[src/rtl/radio_spi_tx.sv]
// Byte FIFO feeding a mode-0 SPI master for the radio transmit path.
// Frames stay open across back-to-back bytes and while the packetiser holds pkt_active.
module radio_spi_tx #(
    parameter int CLK_DIV    = 2,
    parameter int FIFO_DEPTH = 4
) (
    input  logic       clk,
    input  logic       rst,
    input  logic [7:0] tx_data,
    input  logic       send,
    input  logic       pkt_active,
    output logic       radio_busy,
    output logic       overflow,
    output logic       spi_cs_n,
    output logic       spi_sclk,
    output logic       spi_mosi,
    output logic       byte_done
);

    localparam int PTR_W = $clog2(FIFO_DEPTH);
    localparam int CNT_W = PTR_W + 1;
    localparam int DIV_W = (CLK_DIV > 1) ? $clog2(CLK_DIV) : 1;
    localparam logic [DIV_W-1:0] DIV_LAST = DIV_W'(CLK_DIV - 1);
    localparam logic [CNT_W-1:0] FULL     = CNT_W'(FIFO_DEPTH);

    typedef enum logic [2:0] {IDLE, SETUP, SHIFT, WAIT, HOLD} state_t;

    logic [7:0]       mem [FIFO_DEPTH];
    logic [PTR_W-1:0] wr_ptr;
    logic [PTR_W-1:0] rd_ptr;
    logic [CNT_W-1:0] count;
    logic             push;
    logic             pop;
    logic             fifo_empty;
    logic [7:0]       head;

    state_t           state;
    state_t           state_d;
    logic [DIV_W-1:0] div_cnt;
    logic [DIV_W-1:0] div_d;
    logic [3:0]       bit_cnt;
    logic [3:0]       bit_d;
    logic [6:0]       shreg;
    logic [6:0]       shreg_d;
    logic             cs_n_d;
    logic             sclk_d;
    logic             mosi_d;
    logic             done_d;
    logic             load;

    assign radio_busy = (count == FULL);
    assign fifo_empty = (count == '0);
    assign push       = send && !radio_busy;
    assign head       = mem[rd_ptr];

    always_ff @(posedge clk) begin
        if (push) begin
            mem[wr_ptr] <= tx_data;
        end
    end

    always_ff @(posedge clk or posedge rst) begin
        if (rst) begin
            wr_ptr   <= '0;
            rd_ptr   <= '0;
            count    <= '0;
            overflow <= 1'b0;
        end else begin
            overflow <= send && radio_busy;
            if (push) begin
                wr_ptr <= wr_ptr + PTR_W'(1);
            end
            if (pop) begin
                rd_ptr <= rd_ptr + PTR_W'(1);
            end
            unique case ({push, pop})
                2'b10:   count <= count + CNT_W'(1);
                2'b01:   count <= count - CNT_W'(1);
                default: count <= count;
            endcase
        end
    end

    always_ff @(posedge clk or posedge rst) begin
        if (rst) begin
            state     <= IDLE;
            div_cnt   <= '0;
            bit_cnt   <= '0;
            shreg     <= '0;
            spi_cs_n  <= 1'b1;
            spi_sclk  <= 1'b0;
            spi_mosi  <= 1'b0;
            byte_done <= 1'b0;
        end else begin
            state     <= state_d;
            div_cnt   <= div_d;
            bit_cnt   <= bit_d;
            shreg     <= shreg_d;
            spi_cs_n  <= cs_n_d;
            spi_sclk  <= sclk_d;
            spi_mosi  <= mosi_d;
            byte_done <= done_d;
        end
    end

    always_comb begin
        state_d = state;
        div_d   = div_cnt;
        bit_d   = bit_cnt;
        shreg_d = shreg;
        cs_n_d  = spi_cs_n;
        sclk_d  = spi_sclk;
        mosi_d  = spi_mosi;
        done_d  = 1'b0;
        load    = 1'b0;
        pop     = 1'b0;

        unique case (state)
            IDLE: begin
                cs_n_d = 1'b1;
                sclk_d = 1'b0;
                mosi_d = 1'b0;
                if (!fifo_empty) begin
                    cs_n_d  = 1'b0;
                    div_d   = '0;
                    state_d = SETUP;
                end
            end
            SETUP: begin
                if (div_cnt == DIV_LAST) begin
                    load    = 1'b1;
                    state_d = SHIFT;
                end else begin
                    div_d = div_cnt + DIV_W'(1);
                end
            end
            SHIFT: begin
                if (div_cnt == DIV_LAST) begin
                    div_d  = '0;
                    sclk_d = !spi_sclk;
                    bit_d  = bit_cnt + 4'd1;
                    // falling edge: advance data, or close out the byte
                    if (spi_sclk) begin
                        if (bit_cnt == 4'd15) begin
                            done_d = 1'b1;
                            if (!fifo_empty) begin
                                load = 1'b1;
                            end else if (pkt_active) begin
                                state_d = WAIT;
                            end else begin
                                state_d = HOLD;
                            end
                        end else begin
                            mosi_d  = shreg[6];
                            shreg_d = {shreg[5:0], 1'b0};
                        end
                    end
                end else begin
                    div_d = div_cnt + DIV_W'(1);
                end
            end
            WAIT: begin
                sclk_d = 1'b0;
                if (!fifo_empty) begin
                    load    = 1'b1;
                    state_d = SHIFT;
                end else if (!pkt_active) begin
                    div_d   = '0;
                    state_d = HOLD;
                end
            end
            HOLD: begin
                if (div_cnt == DIV_LAST) begin
                    cs_n_d  = 1'b1;
                    mosi_d  = 1'b0;
                    div_d   = '0;
                    state_d = IDLE;
                end else begin
                    div_d = div_cnt + DIV_W'(1);
                end
            end
            default: state_d = IDLE;
        endcase

        if (load) begin
            pop     = 1'b1;
            shreg_d = head[6:0];
            mosi_d  = head[7];
            bit_d   = '0;
            div_d   = '0;
        end
    end

endmodule

[config.mk]
export PLATFORM = sky130hd
export DESIGN_NAME = radio_spi_tx
export DESIGN_NICKNAME = d
export VERILOG_FILES = /design/src/rtl/radio_spi_tx.sv
export SDC_FILE = /design/constraint.sdc
export NUM_CORES = 1
export LEC_CHECK = 0
export ABC_AREA = 1
export BUFFER_PORTS_ARGS = -buffer_cell sky130_fd_sc_hd__buf_2
export CAP_MARGIN = 20
export CORE_MARGIN = 3
export CORE_UTILIZATION = 60
export CTS_CLUSTER_SIZE = 25
export DETAILED_ROUTE_END_ITERATION = 16
export GPL_TIMING_DRIVEN = 1
export PLACE_DENSITY = 0.79
export SETUP_SLACK_MARGIN = 0.02
export SYNTH_ARGS = -nofsm -noshare
export SYNTH_HDL_FRONTEND = slang
export SYNTH_SLANG_ARGS = --single-unit
[constraint.sdc]
create_clock -name clk -period 4.8 [get_ports clk]
set_input_delay 0.72 -clock clk [delete_from_list [all_inputs] [get_ports clk]]
set_output_delay 0.72 -clock clk [all_outputs]
set_load 0.01 [all_outputs]
==> metrics.txt <==
status=finished clean; Max Transition Viols Final=0; final instance area=3150 µm²; Setup Skew=0.0123 ns; Core Area=4440 µm²; power per cell area=655 nW/µm²; Num CTS Buffers=9; crit path time final=2.31 ns; drt wl/cell=13.8 µm; Switching Fraction=41.4%; first-pass GRT wire length=8.89 mm; gr ovfl total=0; largest net degree at the start of global routing=28; DR pass1 iterations=4; Synth async-reset ratio=45.8%; Internal Power=0.00121 W; Area Overhead vs Synth=11.9%; clk_lat worst skew=0.34 ns; r2r startpoint=state[0]$_DFFE_PP0P_; ratio of cells with drive above 1 in the final layout=16.2%; Leak=1.46 nW; Port Buffers=17; Max transition margin=47.0%; die area=5550 µm²; synth warn=0; row count=24; hpwl dp=3.52 mm; Worst Setup SP=state[0]$_DFFE_PP0P_; antenna diode instance count=0; startpoint class of the critical path=flop; clk sinks=59; Synth Register Bits=59; clock slew at reported path FFs=0.07 ns; Logic pwr share=37.8%; Post-Layout Cell Count=380; number of synthesized flops with an enable pin=32; Yosys cell types=29; ys flop type=edfxtp_1; DRT Wirelength=5.26 mm; Via density=5.30; NetSw=0.000854 W; # H-tree levels=3; Max VDD drop=432 µV; Fillers=326; Cell Area, Placed=2920 µm²; register area share after synthesis=58.2%; Mapped Area=2810 µm²; count leader, synth=nand2_1; Initial Util=63.3%; CTS tree=built; vias after detailed routing=2013; Synth top area share=34.2%; CTS resizes=0; area leader, netlist=edfxtp_1; number of cells after detailed placement=363; period utilization=48.1%; crit path kind=flop to flop; HP Class=input pin to asynchronous set/reset pin; power share of the clock group=22.1%; ANT nets after route=0; Die Span Y=74.5 µm; Synth top cells by count=61 x nand2_1, 56 x nor2_1, 33 x inv_1; Die X=74.5 µm; post-synthesis cell count=300; Crit path required time=5.02 ns; Synth Area per Inst=9.38 µm²; Post-CTS Setup Inserts=0; Post-route DRC=0; largest cells by area after synthesis=edfxtp_1 34%, dfrtp_1 23%, nand2_1 8.1%, nor2_1 7.5%, inv_1 4.4%; Post-Syn Nets=319; Setup violations, final=0; post-layout util=70.8%; initial antenna violation count=0; vias in the first global route=1923; fmax=433 MHz; gr usage total=22.4%; crit path max fanout=18; root buffer cell=clkbuf_8; clk buf depth=2; setup_tns=0 ns; Net count, final=342; Reg power frac=40.2%; Initial DRC Count=142; nature of the critical path endpoint=flop; final hold violation count=0; Ports=18; RSZ-0062 raised after global routing=no; WP data arrival=2.53 ns; Worst-Margin Slew=0.792 ns; Final GP Congestion=0.914; cts hold-fix bufs=0; Max Cap Viol=0
[worst paths after layout]
path	end	slack, ns	cells past startpoint
setup / recovery	count[2]$_DFFE_PP0P_	2.49	11
hold / removal	wr_ptr[1]$_DFFE_PP0P_	0.27	2
setup reg to reg	count[2]$_DFFE_PP0P_	2.49	11
hold reg to reg	spi_mosi$_DFFE_PP0P_	0.50	2
max in group asynchronous	spi_cs_n$_DFFE_PP1P_	4.09	3
min in group clk	spi_mosi$_DFFE_PP0P_	0.50	2
[flip-flops by register name, indices dropped and copies added, names as in the netlist, 2 cells and up]
register / flops
mem: 32
wr_ptr: 2
shreg: 7
rd_ptr: 2
count: 3
state: 3
bit_cnt: 4
[per-layer routing]
layer	routed length [µm]	track usage, %
met3	263	4.86
met4	103	11.9
met1	2180	28.3
met5	0	0
met2	2710	36.2
[power groups by stage]
stage / sequential [W] / combinational, W / clock (W)
finish: 0.000829 / 0.000779 / 0.000455
detailed placement: 0.000837 / 0.000772 / 0
floorplan: 0.000779 / 0.000661 / 0
global route: 0.000850 / 0.000899 / 0.000493
CTS: 0.000829 / 0.000782 / 0.000463
global placement: 0.000830 / 0.000749 / 0
[worst max-delay path, cell delays in order, from the launching register on]
cell     delay (ns)
dfrtp_1        0.46
inv_2          0.11
nand3_2        0.16
nor2_2         0.16
nand2_2        0.09
nand2_4        0.19
ha_1           0.18
inv_1          0.06
fa_1           0.37
a21oi_1        0.15
o21ai_0        0.11
xor2_1         0.15
[cells in the final DEF (no fill, tap or decap), types with 5 or more instances in the layout]
cell type  instances
buf_2             17
nand3_1           11
nand2_1           61
ha_1               6
xor2_1             5
nor2_1            56
clkbuf_8           9
o21ai_0           24
dfrtp_1           26
a21oi_1            7
edfxtp_1          32
inv_1             33
[cell type report]
cell class | count | area (µm²) | share of cell area, %
Sequential cell | 59 | 1640 | 52.0
Multi-Input combinational cell | 198 | 990 | 31.5
Timing Repair Buffer | 18 | 113 | 3.58
Tap cell | 52 | 65.1 | 2.07
Clock inverter | 7 | 78.8 | 2.50
Inverter | 37 | 139 | 4.41
Clock buffer | 9 | 124 | 3.94
[through the flow]
stage	hold slack, ns	setup slack, ns	total power, W
2_1_floorplan	0.459	2.60	0.00144
3_5_place_dp	0.497	2.51	0.00161
3_3_place_gp	0.473	2.55	0.00158
4_1_cts	0.514	2.49	0.00207
6_report	0.270	2.49	0.00206
5_1_grt	0.265	2.27	0.00224
[logic make-up (layout without fill, tap and decap cells)]
kind of cell    Yosys count  count (layout)  share of synthesized area (%)
flops                    59              59                           58.2
fa+ha+maj                 7               7                           3.38
buf+inv                  43              71                           6.58
compound gates           37              37                           7.03
simple gates            148             148                           22.9
xor+xnor                  6               6                           1.87
Note: power is estimated with default switching activity, not from simulation.
